===== src/rtl/ssd_scan_driver.sv =====
// Six-digit multiplexed seven-segment driver: frame-synchronous snapshot of the digit codes,
// registered active-low anode/segment/decimal-point outputs. Optional blink of encrypted digits via SSD_BLINK_EN.
module ssd_scan_driver #(
    parameter int REFRESH_DIV  = 50000,
    parameter int BLANK_CYC    = 500,
    parameter int BLINK_FRAMES = 32
) (
    input  logic       Clk,
    input  logic       Rst,
    input  logic [3:0] NumIn1,
    input  logic [3:0] NumIn2,
    input  logic [3:0] NumIn3,
    input  logic [3:0] NumIn4,
    input  logic [3:0] NumIn5,
    input  logic [3:0] NumIn6,
    input  logic       Encrypt_in1,
    input  logic       Encrypt_in2,
    input  logic       Encrypt_in3,
    input  logic       Encrypt_in4,
    input  logic       Encrypt_in5,
    input  logic       Encrypt_in6,
    output logic [5:0] An,
    output logic [6:0] Seg,
    output logic       Dp
);
    localparam int PRE_W = $clog2(REFRESH_DIV);
    localparam logic [PRE_W-1:0] PRE_LAST = PRE_W'(REFRESH_DIV - 1);

    logic [PRE_W-1:0] pre_reg;
    logic [2:0]       idx_reg;
    logic             load_pending_reg;
    logic [3:0]       code_reg [6];
    logic             flag_reg [6];
    logic [3:0]       num_in [6];
    logic             enc_in [6];
    logic [5:0]       an_reg;
    logic [6:0]       seg_reg;
    logic             dp_reg;
    logic [5:0]       an_sel;
    logic [5:0]       an_next;
    logic [6:0]       seg_next;
    logic             dp_next;
    logic [3:0]       cur_code;
    logic             cur_flag;
    logic             slot_end;
    logic             frame_end;
    logic             blink_phase;

    assign num_in[0] = NumIn1;
    assign num_in[1] = NumIn2;
    assign num_in[2] = NumIn3;
    assign num_in[3] = NumIn4;
    assign num_in[4] = NumIn5;
    assign num_in[5] = NumIn6;
    assign enc_in[0] = Encrypt_in1;
    assign enc_in[1] = Encrypt_in2;
    assign enc_in[2] = Encrypt_in3;
    assign enc_in[3] = Encrypt_in4;
    assign enc_in[4] = Encrypt_in5;
    assign enc_in[5] = Encrypt_in6;

    assign slot_end  = (pre_reg == PRE_LAST);
    assign frame_end = slot_end && (idx_reg == 3'd5);

    generate
        for (genvar gi = 0; gi < 6; gi++) begin : g_anode
            assign an_sel[gi] = (idx_reg != 3'(gi));
        end
    endgenerate

    function automatic logic [6:0] hex_glyph(input logic [3:0] code);
        case (code)
            4'h0: hex_glyph = 7'b1000000;
            4'h1: hex_glyph = 7'b1111001;
            4'h2: hex_glyph = 7'b0100100;
            4'h3: hex_glyph = 7'b0110000;
            4'h4: hex_glyph = 7'b0011001;
            4'h5: hex_glyph = 7'b0010010;
            4'h6: hex_glyph = 7'b0000010;
            4'h7: hex_glyph = 7'b1111000;
            4'h8: hex_glyph = 7'b0000000;
            4'h9: hex_glyph = 7'b0010000;
            4'hA: hex_glyph = 7'b0001000;
            4'hB: hex_glyph = 7'b0000011;
            4'hC: hex_glyph = 7'b1000110;
            4'hD: hex_glyph = 7'b0100001;
            4'hE: hex_glyph = 7'b0000110;
            default: hex_glyph = 7'b0001110;
        endcase
    endfunction

    // Counters and snapshot; the bank only samples the inputs at reset release and frame wrap.
    always_ff @(posedge Clk or posedge Rst) begin
        if (Rst) begin
            pre_reg          <= '0;
            idx_reg          <= '0;
            load_pending_reg <= 1'b1;
            for (int i = 0; i < 6; i++) begin
                code_reg[i] <= 4'hF;
                flag_reg[i] <= 1'b1;
            end
        end else begin
            pre_reg <= slot_end ? '0 : pre_reg + 1'b1;
            if (slot_end) begin
                idx_reg <= (idx_reg == 3'd5) ? 3'd0 : idx_reg + 3'd1;
            end
            load_pending_reg <= 1'b0;
            if (load_pending_reg || frame_end) begin
                for (int i = 0; i < 6; i++) begin
                    code_reg[i] <= num_in[i];
                    flag_reg[i] <= enc_in[i];
                end
            end
        end
    end

`ifdef SSD_BLINK_EN
    localparam int FC_W = $clog2(BLINK_FRAMES + 1);
    logic [FC_W-1:0] frame_cnt_reg;
    logic            blink_phase_reg;

    always_ff @(posedge Clk or posedge Rst) begin
        if (Rst) begin
            frame_cnt_reg   <= '0;
            blink_phase_reg <= 1'b0;
        end else if (frame_end) begin
            if (frame_cnt_reg == FC_W'(BLINK_FRAMES - 1)) begin
                frame_cnt_reg   <= '0;
                blink_phase_reg <= ~blink_phase_reg;
            end else begin
                frame_cnt_reg <= frame_cnt_reg + 1'b1;
            end
        end
    end
    assign blink_phase = blink_phase_reg;
`else
    logic unused_blink;
    assign unused_blink = (BLINK_FRAMES == 0);
    assign blink_phase  = 1'b0;
`endif

    always_comb begin
        cur_code = 4'hF;
        cur_flag = 1'b1;
        an_next  = 6'b111111;
        seg_next = 7'b1111111;
        dp_next  = 1'b1;
        for (int i = 0; i < 6; i++) begin
            if (idx_reg == 3'(i)) begin
                cur_code = code_reg[i];
                cur_flag = flag_reg[i];
            end
        end
        // Dead time at the head of each slot keeps the previous digit from ghosting.
        if (int'(pre_reg) >= BLANK_CYC) begin
            an_next = an_sel;
            if (!(cur_flag && ((cur_code == 4'hF) || blink_phase))) begin
                seg_next = hex_glyph(cur_code);
                dp_next  = ~cur_flag;
            end
        end
    end

    always_ff @(posedge Clk or posedge Rst) begin
        if (Rst) begin
            an_reg  <= 6'b111111;
            seg_reg <= 7'b1111111;
            dp_reg  <= 1'b1;
        end else begin
            an_reg  <= an_next;
            seg_reg <= seg_next;
            dp_reg  <= dp_next;
        end
    end

    assign An  = an_reg;
    assign Seg = seg_reg;
    assign Dp  = dp_reg;

endmodule


===== config.mk =====
export PLATFORM = sky130hd
export DESIGN_NAME = ssd_scan_driver
export DESIGN_NICKNAME = d
export VERILOG_FILES = /design/src/rtl/ssd_scan_driver.sv
export SDC_FILE = /design/constraint.sdc
export NUM_CORES = 1
export LEC_CHECK = 0
export ABC_CLOCK_PERIOD_IN_PS = 8000
export BUFFER_PORTS_ARGS = -buffer_cell sky130_fd_sc_hd__buf_4
export CAP_MARGIN = 10
export CORE_ASPECT_RATIO = 1.5
export CORE_MARGIN = 1
export CORE_UTILIZATION = 55
export CTS_BUF_LIST = sky130_fd_sc_hd__clkbuf_8
export DETAILED_ROUTE_END_ITERATION = 10
export GPL_TIMING_DRIVEN = 0
export PLACE_DENSITY = 0.88
export SYNTH_ARGS = -nofsm -noshare
export SYNTH_HDL_FRONTEND = slang
export SYNTH_SLANG_ARGS = --single-unit

===== constraint.sdc =====
create_clock -name Clk -period 8 [get_ports Clk]
set_input_delay 0 -clock Clk [delete_from_list [all_inputs] [get_ports Clk]]
set_output_delay 0 -clock Clk [all_outputs]
set_load 0.05 [all_outputs]

==> reports/qor_table.md, run 1 <==
| Metric | This run | Unit |
|---|---|---|
| Result of the run | finished clean | - |
| Highest Clock Rate | 0.257 | GHz |
| Ranking of synthesized cells by area | sky130_fd_sc_hd__dfstp_2, sky130_fd_sc_hd__dfrtp_1, sky130_fd_sc_hd__mux2_4 | - |
| Area used by sequential logic in the layout | 0.00166 | mm^2 |
| Worst Tran Pin Value | 0.645 | ns |
| Synthesized netlist cell count | 265 | - |
| Post-synthesis share of cell area spent on and, or, nand and nor gates | 10.8 | % |
| Placer's final routability congestion estimate | 0.884 | - |
| Starting density of the core | 57.2 | % |
| Most used flip-flop cell after synthesis | sky130_fd_sc_hd__dfstp_2 | - |
| Fraction of synthesized cell area taken by the top area cell type | 35.8 | % |
| All-Layer GR Usage | 25.7 | % |
| Number of enable-type register cells in the synthesized netlist | 0 | - |
| Max-cap violations | 0 | - |
| Setup Skew | 0.00797 | ns |
| Diodes inserted | 0 | - |
| Leak pwr | 1.90 | nW |
| Max VDD drop | 0.000110 | V |
| Most area-hungry cell type in the Yosys netlist | sky130_fd_sc_hd__dfstp_2 | - |
| Clock edge transition at the registers on the reported setup and hold paths | 0.07 | ns |
| Largest fanout on the critical path | 10 | - |
| P&R area growth vs syn | 28.0 | % |
| CTS Buffer Depth | 2 | - |
| Compound-cell area share of the yosys netlist | 10.1 | % |
| Maximum number of pins on one net before global-route repair | 43 | - |
| Final Hold Vio Count | 0 | - |
| Top-level port count | 46 | - |
| Register area share after synthesis | 50.1 | % |
| Htree depth | 3 | - |
| Via count of the first global-routing pass | 2554 | - |
| Top cell family by delay on the critical path | compound AO/OA/AOI/OAI gates | - |
| Skew-Pair Late Insertion Delay | 0.35 | ns |
| Clock Tree Root | sky130_fd_sc_hd__clkbuf_8 | - |
| TritonCTS clock tree | built | - |
| Number of distinct library cells after synthesis | 55 | - |
| Unrepaired setup endpoints after global routing | no | - |
| Post-layout min period | 3.90 | ns |
| Global-route wire length before repair | 12.0 | mm |
| Post-layout utilization of the core | 73.2 | % |
| Placeable core region | 0.00579 | mm^2 |
| Number of filler cells placed in the layout | 392 | - |
| Post-CTS setup-driven buffer insertion count | 0 | - |
| Library cell contributing the largest single delay on the critical path | sky130_fd_sc_hd__a2111oi_0 | - |
| Total clock sinks | 64 | - |
| Width of the die | 65.3 | um |
| Proportion of synthesized flip-flops having asynchronous set or reset | 100 | % |
| Final max-slew violation count | 0 | - |
| Overflow left after global routing | 0 | - |
| Count of endpoints failing setup in the final report | 0 | - |
| Startpoint type of the worst setup path | flip-flop | - |
| Most repeated cell in the gate-level netlist after synthesis | sky130_fd_sc_hd__dfstp_2 | - |
| Headroom to the max-slew limit | 57.0 | % |
| Detailed-route wire length per cell | 16.6 | um |
| Arrival time at the worst endpoint | 4.16 | ns |
| Number of vias per cell | 5.52 | - |
| Top post-synthesis cells by count | sky130_fd_sc_hd__dfstp_2, sky130_fd_sc_hd__mux2_4, sky130_fd_sc_hd__dfrtp_1 | - |
| Final total negative setup slack | 0 | ns |
| Post-synth design cell area | 0.00331 | mm^2 |
| Number of flip-flops and latches in the synthesized netlist | 64 | - |
| Violation count after the first detailed-routing iteration | 186 | - |
| Areal power density over the cells | 164 | mW/mm^2 |
| Die Ht | 97.0 | um |
| Dominant combinational cell family by area after synthesis | multiplexers | - |
| Fin crit share | 48.7 | % |
| Cell occurring most often along the worst timing path | sky130_fd_sc_hd__ha_1 | - |
| Stage delay of the slowest cell on the critical path | 0.48 | ns |
| Buffers & Inverters on Critical Path | 4 | - |
| Post-synthesis adder-cell area fraction | 3.78 | % |
| Class of the worst hold path | in2reg | - |
| Number of buffers inserted during clock tree synthesis | 9 | - |
| Synthesized netlist net count | 307 | - |
| Total wire length after detailed routing | 7.17 | mm |
| Vias post-DR | 2381 | - |
| DP HPWL | 4.86 | mm |
| Number of nets in the layout | 396 | - |
| Synth Area per Inst | 12.5 | um^2 |
| Residual DRC count | 0 | - |
| Critical path start-end classification | reg2reg | - |
| Antenna-violating nets left | 0 | - |
| Total die area | 0.00633 | mm^2 |
| Required time at the worst-slack endpoint | 8.26 | ns |
| Xor/xnor cell area share of the yosys netlist | 3.71 | % |
| Fraction of layout cells with a size suffix above 1 | 44.6 | % |
| Mux share of post-synthesis cell area | 18.0 | % |
| Crit end category | flip-flop | - |
| Critical path, cell by cell | clkbuf_1, buf_2, and2_1, ha_1, clkbuf_2, nor2_1, and4_1, o22ai_1, ha_1, inv_1, a2111oi_0, a21oi_1, a22oi_1 | - |
| Number of placement rows | 34 | - |
| Pre-antenna DRT Iters | 5 | - |
| Number of antenna violations at the first check in global routing | 0 | - |
| Multi-input logic area | 0.00154 | mm^2 |
| Flip-flop count of the largest register, all copies and words added | 24 | - |
| IO buf count | 45 | - |
| Synth warn | 0 | - |
cells in the final DEF (no fill, tap or decap), drive strengths merged, types with 2 or more instances in the layout:
cell	instances
o21ai	5
nand2	18
o221ai	3
dfrtp	19
inv	11
and3	3
ha	10
clkinv	5
o32ai	3
dlygate4sd3	31
xor2	6
nor2	18
clkbuf	12
a21o	2
nor4	2
mux2i	9
buf	55
nor3	2
o211ai	4
nor2b	3
mux2	33
nand3	11
a31oi	2
or3b	2
o22ai	2
nand2b	4
xnor2	8
a21oi	6
dfstp	45
a22oi	2
kinds of logic after synthesis:
| logic type | after synthesis |
|---|---|
| AO/OA/AOI/OAI | 43 |
| XOR/XNOR | 14 |
| adder cells (fa/ha/maj) | 10 |
| buffers and inverters | 21 |
| flip-flops | 64 |
| multiplexers | 43 |
| other | 1 |
| AND/OR/NAND/NOR | 69 |
worst min-delay path, delay by kind of cell:
family	cells	cell delay [ns]
mux	1	0.12
buf+inv	2	0.61
layer usage:
| layer | track usage (%) | up-vias | routed length (um) |
|---|---|---|---|
| li1 | - | 1121 | - |
| met1 | 30.2 | 1166 | 2950 |
| met2 | 42.0 | 74 | 3710 |
| met3 | 5.31 | 20 | 244 |
| met4 | 15.7 | 0 | 259 |
| met5 | 0 | - | 0 |
layout make-up:
type	instances	area share (%)
Clock inverter	7	0.946
Timing Repair Buffer	78	15.9
Buffer	11	1.71
Sequential cell	64	39.2
Clock buffer	9	2.93
Tap cell	72	2.13
Multi-Input combinational cell	180	36.3
Inverter	10	0.887
metrics by stage:
step / cell area (um^2) / worst slack (ns) / hold slack [ns] / total power, mW / cells
final: 4230 / 4.10 / 0.417 / 0.696 / 431
after global routing: 4230 / 3.68 / 0.422 / 0.724 / 431
after CTS: 4230 / 4.14 / 0.410 / 0.697 / 430
after detailed placement: 3750 / 4.19 / 0.233 / 0.452 / 383
after global placement: 3730 / 4.19 / 0.231 / 0.447 / 382
after floorplan: 3310 / 4.96 / 0.148 / 0.423 / 265
power breakdown:
part           switching [mW]  internal, mW
registers              0.0103         0.351
clock network           0.126         0.109
logic                  0.0401        0.0591
worst paths after layout:
| path | from | end | slack (ns) | depth (start not counted) |
|---|---|---|---|---|
| max reg2reg | idx_reg[0] | Seg[0] | 4.10 | 13 |
| min reg2reg | pre_reg[11] | pre_reg[11] | 0.50 | 1 |
| max in group asynchronous | Rst | code_reg[23] | 7.13 | 4 |
| min | Encrypt_in5 | flag_reg[1] | 0.42 | 3 |
| min in group asynchronous | Rst | code_reg[12] | 0.55 | 3 |
| max | idx_reg[0] | Seg[0] | 4.10 | 13 |
timing repair:
| action | CTS | global route |
|---|---|---|
| hold buffers | 31 | 0 |
| setup endpoints to repair | 0 | 0 |
| endpoints found under the hold margin | 33 | 0 |
| resized for setup | 0 | 0 |
(Power assumes the default switching activity.)
==> run 2, diff against run 1 <==
--- a/config.mk
+++ b/config.mk
@@ -5,7 +5,8 @@
 export SDC_FILE = /design/constraint.sdc
 export NUM_CORES = 1
 export LEC_CHECK = 0
-export ABC_CLOCK_PERIOD_IN_PS = 8000
+export ABC_AREA = 1
+export ABC_CLOCK_PERIOD_IN_PS = 3980
 export BUFFER_PORTS_ARGS = -buffer_cell sky130_fd_sc_hd__buf_4
 export CAP_MARGIN = 10
 export CORE_ASPECT_RATIO = 1.5
==> constraint.sdc (replaced) <==
create_clock -name Clk -period 3.98 [get_ports Clk]
set_input_delay 0 -clock Clk [delete_from_list [all_inputs] [get_ports Clk]]
set_output_delay 0 -clock Clk [all_outputs]
set_load 0.05 [all_outputs]
==> reports/qor_table.md, run 2 <==
| Metric | This run | Unit |
|---|---|---|
| Commonest cells after routing, fill and taps aside | sky130_fd_sc_hd__nand2_1, sky130_fd_sc_hd__inv_1, sky130_fd_sc_hd__buf_4, sky130_fd_sc_hd__dfstp_2, sky130_fd_sc_hd__nand3_1 | - |
| Number of flip-flops and latches in the synthesized netlist | 64 | - |
| CTS Buffer Depth | 2 | - |
| Library cell contributing the largest single delay on the critical path | sky130_fd_sc_hd__dfrtp_1 | - |
| Crit end category | flip-flop | - |
| Worst R2R Path Depth | 15 | - |
| Fraction of synthesized cell area taken by the top area cell type | 35.1 | % |
| Setup Skew | 0.0194 | ns |
| DP Cell Count | 529 | - |
| Register area share after synthesis | 49.3 | % |
| Fraction of layout cells with a size suffix above 1 | 27.4 | % |
| Synthesized netlist cell count | 411 | - |
| Antenna-violating nets left | 0 | - |
| Multi-input logic area | 0.00136 | mm^2 |
| Worst R2R End | Seg[4] | - |
| Placeable core region | 0.00587 | mm^2 |
| Detailed-route wire length per cell | 13.9 | um |
| Count of endpoints failing setup in the final report | 0 | - |
| Number of vias per cell | 5.30 | - |
| Die Ht | 97.8 | um |
| P&R area growth vs syn | 28.6 | % |
| Total clock sinks | 64 | - |
| Max-cap violations | 0 | - |
| Global-route wire length before repair | 13.9 | mm |
| Reg-to-Reg Start | idx_reg[1] | - |
| Number of enable-type register cells in the synthesized netlist | 0 | - |
| Leak pwr | 2.13 | nW |
| Ranking of synthesized cells by area | sky130_fd_sc_hd__dfstp_2, sky130_fd_sc_hd__dfrtp_1, sky130_fd_sc_hd__nand2_1 | - |
| Number of standard cells in the final layout excluding fillers | 576 | - |
| Number of antenna violations at the first check in global routing | 0 | - |
| Cts repair resizes | 0 | - |
| Synth Area per Inst | 8.19 | um^2 |
| Cts-stage hold buffer count | 31 | - |
| Flip-flop count of the largest register, all copies and words added | 24 | - |
| Skew-Pair Late Insertion Delay | 0.36 | ns |
| Highest Clock Rate | 0.375 | GHz |
| Max VDD drop | 0.000212 | V |
| Vias post-DR | 3054 | - |
| Number of filler cells placed in the layout | 422 | - |
| Total die area | 0.00644 | mm^2 |
| Areal power density over the cells | 339 | mW/mm^2 |
| Proportion of synthesized flip-flops having asynchronous set or reset | 100 | % |
| All-Layer GR Usage | 28.2 | % |
| Worst Setup Slack, final | 1.31 | ns |
| Cell area after layout | 0.00433 | mm^2 |
| Clock edge transition at the registers on the reported setup and hold paths | 0.08 | ns |
| Final max-slew violation count | 0 | - |
| Sequential group share of total power | 48.4 | % |
| Unrepaired setup endpoints after global routing | no | - |
| Most area-hungry cell type in the Yosys netlist | sky130_fd_sc_hd__dfstp_2 | - |
| Worst hold slack after final layout | 0.204 | ns |
| Residual DRC count | 0 | - |
| Post-layout utilization of the core | 73.7 | % |
| Switching share of power | 26.8 | % |
| Width of the die | 65.9 | um |
| Class of the worst hold path | in2async | - |
| Worst-case register-to-register setup slack | 1.31 | ns |
| Number of distinct library cells after synthesis | 36 | - |
| Largest fanout on the critical path | 10 | - |
| IO buf count | 45 | - |
| Total wire length after detailed routing | 8.01 | mm |
| Most used flip-flop cell after synthesis | sky130_fd_sc_hd__dfstp_2 | - |
| Synthesized netlist net count | 453 | - |
| Startpoint type of the worst setup path | flip-flop | - |
| Result of the run | finished clean | - |
| Sum of internal, switching and leakage power | 1.47 | mW |
| Htree depth | 3 | - |
| TritonCTS clock tree | built | - |
| Final Hold Vio Count | 0 | - |
| Stage delay of the slowest cell on the critical path | 0.42 | ns |
| Number of nets in the layout | 541 | - |
| Fin crit share | 67.1 | % |
| Number of placement rows | 34 | - |
| Post-CTS setup-driven buffer insertion count | 0 | - |
| Share of power burned in the clock network | 39.3 | % |
| DP HPWL | 5.36 | mm |
| Synth warn | 0 | - |
| Via count of the first global-routing pass | 3226 | - |
| Pre-antenna DRT Iters | 4 | - |
| Clock Tree Root | sky130_fd_sc_hd__clkbuf_8 | - |
| Post-placement cell area | 0.00381 | mm^2 |
| Arrival time at the worst endpoint | 2.95 | ns |
| Critical path start-end classification | reg2reg | - |
| Maximum number of pins on one net before global-route repair | 46 | - |
| DP Worst Slack | 1.44 | ns |
| Sw Pwr | 394 | uW |
| Diodes inserted | 0 | - |
| Internal cell power | 1.07 | mW |
| Most repeated cell in the gate-level netlist after synthesis | sky130_fd_sc_hd__nand2_1 | - |
| Final total negative setup slack | 0 | ns |
| Top post-synthesis cells by count | sky130_fd_sc_hd__nand2_1, sky130_fd_sc_hd__inv_1, sky130_fd_sc_hd__dfstp_2 | - |
| Overflow left after global routing | 0 | - |
| Violation count after the first detailed-routing iteration | 193 | - |
| Cell occurring most often along the worst timing path | sky130_fd_sc_hd__nand2_1 | - |
| Proportion of power drawn by combinational gates | 12.3 | % |
| Number of buffers inserted during clock tree synthesis | 9 | - |
| Area used by sequential logic in the layout | 0.00166 | mm^2 |
| Top-level port count | 46 | - |
| Post-layout min period | 2.67 | ns |
| Commonest non-fill, non-tap cell in the layout | sky130_fd_sc_hd__nand2_1 | - |
| Starting density of the core | 57.3 | % |
| Critical path, cell by cell | buf_2, nand2_1, inv_1, ha_1, inv_1, nand2_1, nand2_1, nand2_1, nand2_1, inv_1, ha_1, nand3_2, nor2_2, a21oi_2, nand2_1 | - |
| Required time at the worst-slack endpoint | 4.26 | ns |
| Placer's final routability congestion estimate | 0.919 | - |
| Post-synth design cell area | 0.00337 | mm^2 |
-- run 2: how the worst max path moves through the flow --
stage	from	to	cells past startpoint
final	idx_reg[1]	Seg[4]	15
after global routing	idx_reg[1]	Seg[2]	15
after CTS	idx_reg[1]	Seg[4]	15
after detailed placement	idx_reg[1]	Seg[4]	15
after global placement	idx_reg[1]	Seg[6]	15
after floorplan	idx_reg[1]	Seg[0]	15
-- run 2: metal layers --
metal	GRT usage (%)	share of wire, %	up-vias	wire length (um)
met5	0	0	-	0
met3	6.54	4.9	45	396
met4	17.9	4.9	0	394
met1	29.1	37	1433	2940
met2	49.3	53	104	4270
li1	-	-	1472	-
-- run 2: kinds of logic after synthesis --
logic type | synth area share (%)
compound gates | 10.0
xor+xnor | 1.30
fa+ha+maj | 3.72
buf+inv | 10.4
flops | 49.3
other cells | 0.111
simple gates | 25.2
-- run 2: power groups by stage --
stage / registers (mW) / clock network, mW / logic [mW]
finish: 0.710 / 0.578 / 0.181
global placement: 0.718 / 0 / 0.141
floorplan: 0.717 / 0 / 0.0982
detailed placement: 0.720 / 0 / 0.149
global route: 0.713 / 0.608 / 0.203
CTS: 0.709 / 0.582 / 0.177
-- run 2: layout make-up --
| type | count | share of cell area, % |
|---|---|---|
| buffer | 11 | 1.94 |
| clock buffer | 9 | 2.86 |
| clock inverter | 7 | 1.88 |
| inverter | 70 | 6.13 |
| multi-input combinational | 266 | 31.4 |
| sequential | 64 | 38.3 |
| tap | 72 | 2.08 |
| timing repair buffer | 77 | 15.4 |
-- run 2: worst max-delay path, delay by kind of cell, from the launching register on --
family          cells  cell delay [ns]
compound gates      1             0.26
fa+ha+maj           2             0.49
buf+inv             4             0.58
flops               1             0.42
simple gates        8             0.82
==> run 3, diff against run 2 <==
==> config.mk (replaced) <==
export PLATFORM = sky130hd
export DESIGN_NAME = ssd_scan_driver
export DESIGN_NICKNAME = d
export VERILOG_FILES = /design/src/rtl/ssd_scan_driver.sv
export SDC_FILE = /design/constraint.sdc
export NUM_CORES = 1
export LEC_CHECK = 0
export ABC_AREA = 0
export ABC_CLOCK_PERIOD_IN_PS = 2400
export BUFFER_PORTS_ARGS = -buffer_cell sky130_fd_sc_hd__buf_4
export CAP_MARGIN = 10
export CORE_ASPECT_RATIO = 1.5
export CORE_MARGIN = 1
export CORE_UTILIZATION = 54
export CTS_BUF_LIST = sky130_fd_sc_hd__clkbuf_8
export DETAILED_ROUTE_END_ITERATION = 10
export GPL_TIMING_DRIVEN = 0
export PLACE_DENSITY = 0.9
export SYNTH_ARGS = -nofsm -noshare
export SYNTH_HDL_FRONTEND = slang
export SYNTH_SLANG_ARGS = --single-unit
==> constraint.sdc (replaced) <==
create_clock -name Clk -period 2.4 [get_ports Clk]
set_input_delay 0 -clock Clk [delete_from_list [all_inputs] [get_ports Clk]]
set_output_delay 0 -clock Clk [all_outputs]
set_load 0.05 [all_outputs]
==> reports/qor_table.md, run 3 (same netlist as run 1, synthesis figures left out) <==
| Metric | This run | Unit |
|---|---|---|
| Result of the run | complete, but fails checks | - |
| Violations in the final reports | negative setup slack | - |
| P&R area growth vs syn | 40.7 | % |
| Detailed-route wire length per cell | 19.2 | um |
| Diodes inserted | 0 | - |
| Crit end category | flip-flop | - |
| Antenna-violating nets left | 0 | - |
| IO buf count | 45 | - |
| Global-route wire length before repair | 13.9 | mm |
| Htree depth | 3 | - |
| Buffers & Inverters on Critical Path | 4 | - |
| Fin crit share | 105 | % |
| Stage delay of the slowest cell on the critical path | 0.46 | ns |
| Library cell contributing the largest single delay on the critical path | sky130_fd_sc_hd__mux4_2 | - |
| Max-cap violations | 0 | - |
| TritonCTS clock tree | built | - |
| Arrival time at the worst endpoint | 2.79 | ns |
| Maximum number of pins on one net before global-route repair | 43 | - |
| Total clock sinks | 64 | - |
| Leak pwr | 2.03 | nW |
| Number of placement rows | 34 | - |
| Die Ht | 97.8 | um |
| Critical path start-end classification | reg2reg | - |
| Clock Tree Root | sky130_fd_sc_hd__clkbuf_8 | - |
| Fraction of layout cells with a size suffix above 1 | 55.2 | % |
| DP HPWL | 5.11 | mm |
| Vias post-DR | 2550 | - |
| Sum of internal, switching and leakage power | 2.46 | mW |
| Worst Setup Slack, final | -0.114 | ns |
| Max VDD drop | 0.000371 | V |
| Worst Tran Pin Value | 0.667 | ns |
| Commonest non-fill, non-tap cell in the layout | sky130_fd_sc_hd__buf_4 | - |
| Violation count after the first detailed-routing iteration | 157 | - |
| Class of the worst hold path | in2async | - |
| Total die area | 0.00645 | mm^2 |
| Top cell family by delay on the critical path | buffers and inverters | - |
| Skew-Pair Late Insertion Delay | 0.36 | ns |
| Setup Skew | 0.0129 | ns |
| Clock edge transition at the registers on the reported setup and hold paths | 0.08 | ns |
| Placeable core region | 0.00587 | mm^2 |
| Number of filler cells placed in the layout | 315 | - |
| All-Layer GR Usage | 29.7 | % |
| Overflow left after global routing | 0 | - |
| Total wire length after detailed routing | 8.63 | mm |
| Required time at the worst-slack endpoint | 2.68 | ns |
| Post-layout min period | 2.51 | ns |
| CTS Buffer Depth | 2 | - |
| Worst-case register-to-register setup slack | -0.11 | ns |
| Number of vias per cell | 5.68 | - |
| Flip-flop count of the largest register, all copies and words added | 24 | - |
| Placer's final routability congestion estimate | 0.909 | - |
| Count of endpoints failing setup in the final report | 5 | - |
| Width of the die | 65.9 | um |
| Startpoint type of the worst setup path | flip-flop | - |
| Final Hold Vio Count | 0 | - |
| Top-level port count | 46 | - |
| Pre-antenna DRT Iters | 5 | - |
| Areal power density over the cells | 529 | mW/mm^2 |
| Number of buffers inserted during clock tree synthesis | 9 | - |
| Critical path, cell by cell | clkbuf_8, buf_8, and2_4, ha_4, inv_6, o221ai_4, a21oi_4, inv_2, ha_4, mux4_2, nand2b_4 | - |
| Final max-slew violation count | 0 | - |
| Headroom to the max-slew limit | 55.0 | % |
| Residual DRC count | 0 | - |
| Highest Clock Rate | 0.398 | GHz |
| Post-layout utilization of the core | 79.3 | % |
| Number of antenna violations at the first check in global routing | 0 | - |
| Via count of the first global-routing pass | 2757 | - |
| Largest fanout on the critical path | 5 | - |
| Unrepaired setup endpoints after global routing | yes | - |
| Number of nets in the layout | 414 | - |
| Starting density of the core | 56.3 | % |
| Cell occurring most often along the worst timing path | sky130_fd_sc_hd__ha_4 | - |
| Commonest cells after routing, fill and taps aside | sky130_fd_sc_hd__buf_4, sky130_fd_sc_hd__dfstp_2, sky130_fd_sc_hd__mux2_4, sky130_fd_sc_hd__dlygate4sd3_1, sky130_fd_sc_hd__dfrtp_1 | - |
run 3: per-stage QoR:
stage / cells / setup WS [ns] / setup TNS, ns / hold slack (ns) / area, um^2
2_1_floorplan: 265 / -0.122 / -0.244 / 0.148 / 3480
3_3_place_gp: 382 / -0.401 / -1.89 / 0.232 / 3900
3_5_place_dp: 383 / -0.432 / -2.19 / 0.234 / 3920
4_1_cts: 442 / -0.0595 / -0.0936 / 0.0164 / 4570
5_1_grt: 449 / -0.174 / -0.706 / 0.0610 / 4650
6_report: 449 / -0.114 / -0.231 / 0.00388 / 4650
run 3: layer usage:
metal  global-route usage, %  wire length [um]  up-vias
li1                        -                 -     1157
met1                    33.9              3380     1269
met2                    49.8              4540       91
met3                    5.14               321       33
met4                    18.6               387        0
met5                       0                 0        -
run 3: area by class of cell:
type | count | area (um^2) | area share, %
clock inverter | 7 | 53.8 | 1.16
inverter | 10 | 45.0 | 0.968
buffer | 10 | 100 | 2.15
sequential | 64 | 1660 | 35.6
clock buffer | 9 | 124 | 2.66
tap | 72 | 90.1 | 1.94
timing repair buffer | 97 | 825 | 17.7
multi-input combinational | 180 | 1760 | 37.8
run 3: worst paths after layout:
kind	start	endpoint	cells past startpoint
max	idx_reg[0]	Seg[3]	11
min	Rst	code_reg[12]	2
max in group asynchronous	Rst	An[1]	3
min in group Clk	NumIn5[0]	code_reg[4]	3
min reg2reg	pre_reg[0]	pre_reg[0]	1
max reg2reg	idx_reg[0]	Seg[3]	11
run 3: what timing repair did:
item	CTS	global route
pin swaps	7	6
resized for setup	12	7
buffers inserted	14	6
setup endpoints to repair	7	10
hold buffers	30	0
endpoints found under the hold margin	30	0
run 3: power breakdown:
group          internal [mW]  leakage [nW]  switching, mW
sequential              1.17         0.724         0.0419
clock                  0.382        0.0827          0.463
combinational          0.238          1.22          0.166
total                   1.79          2.03          0.672
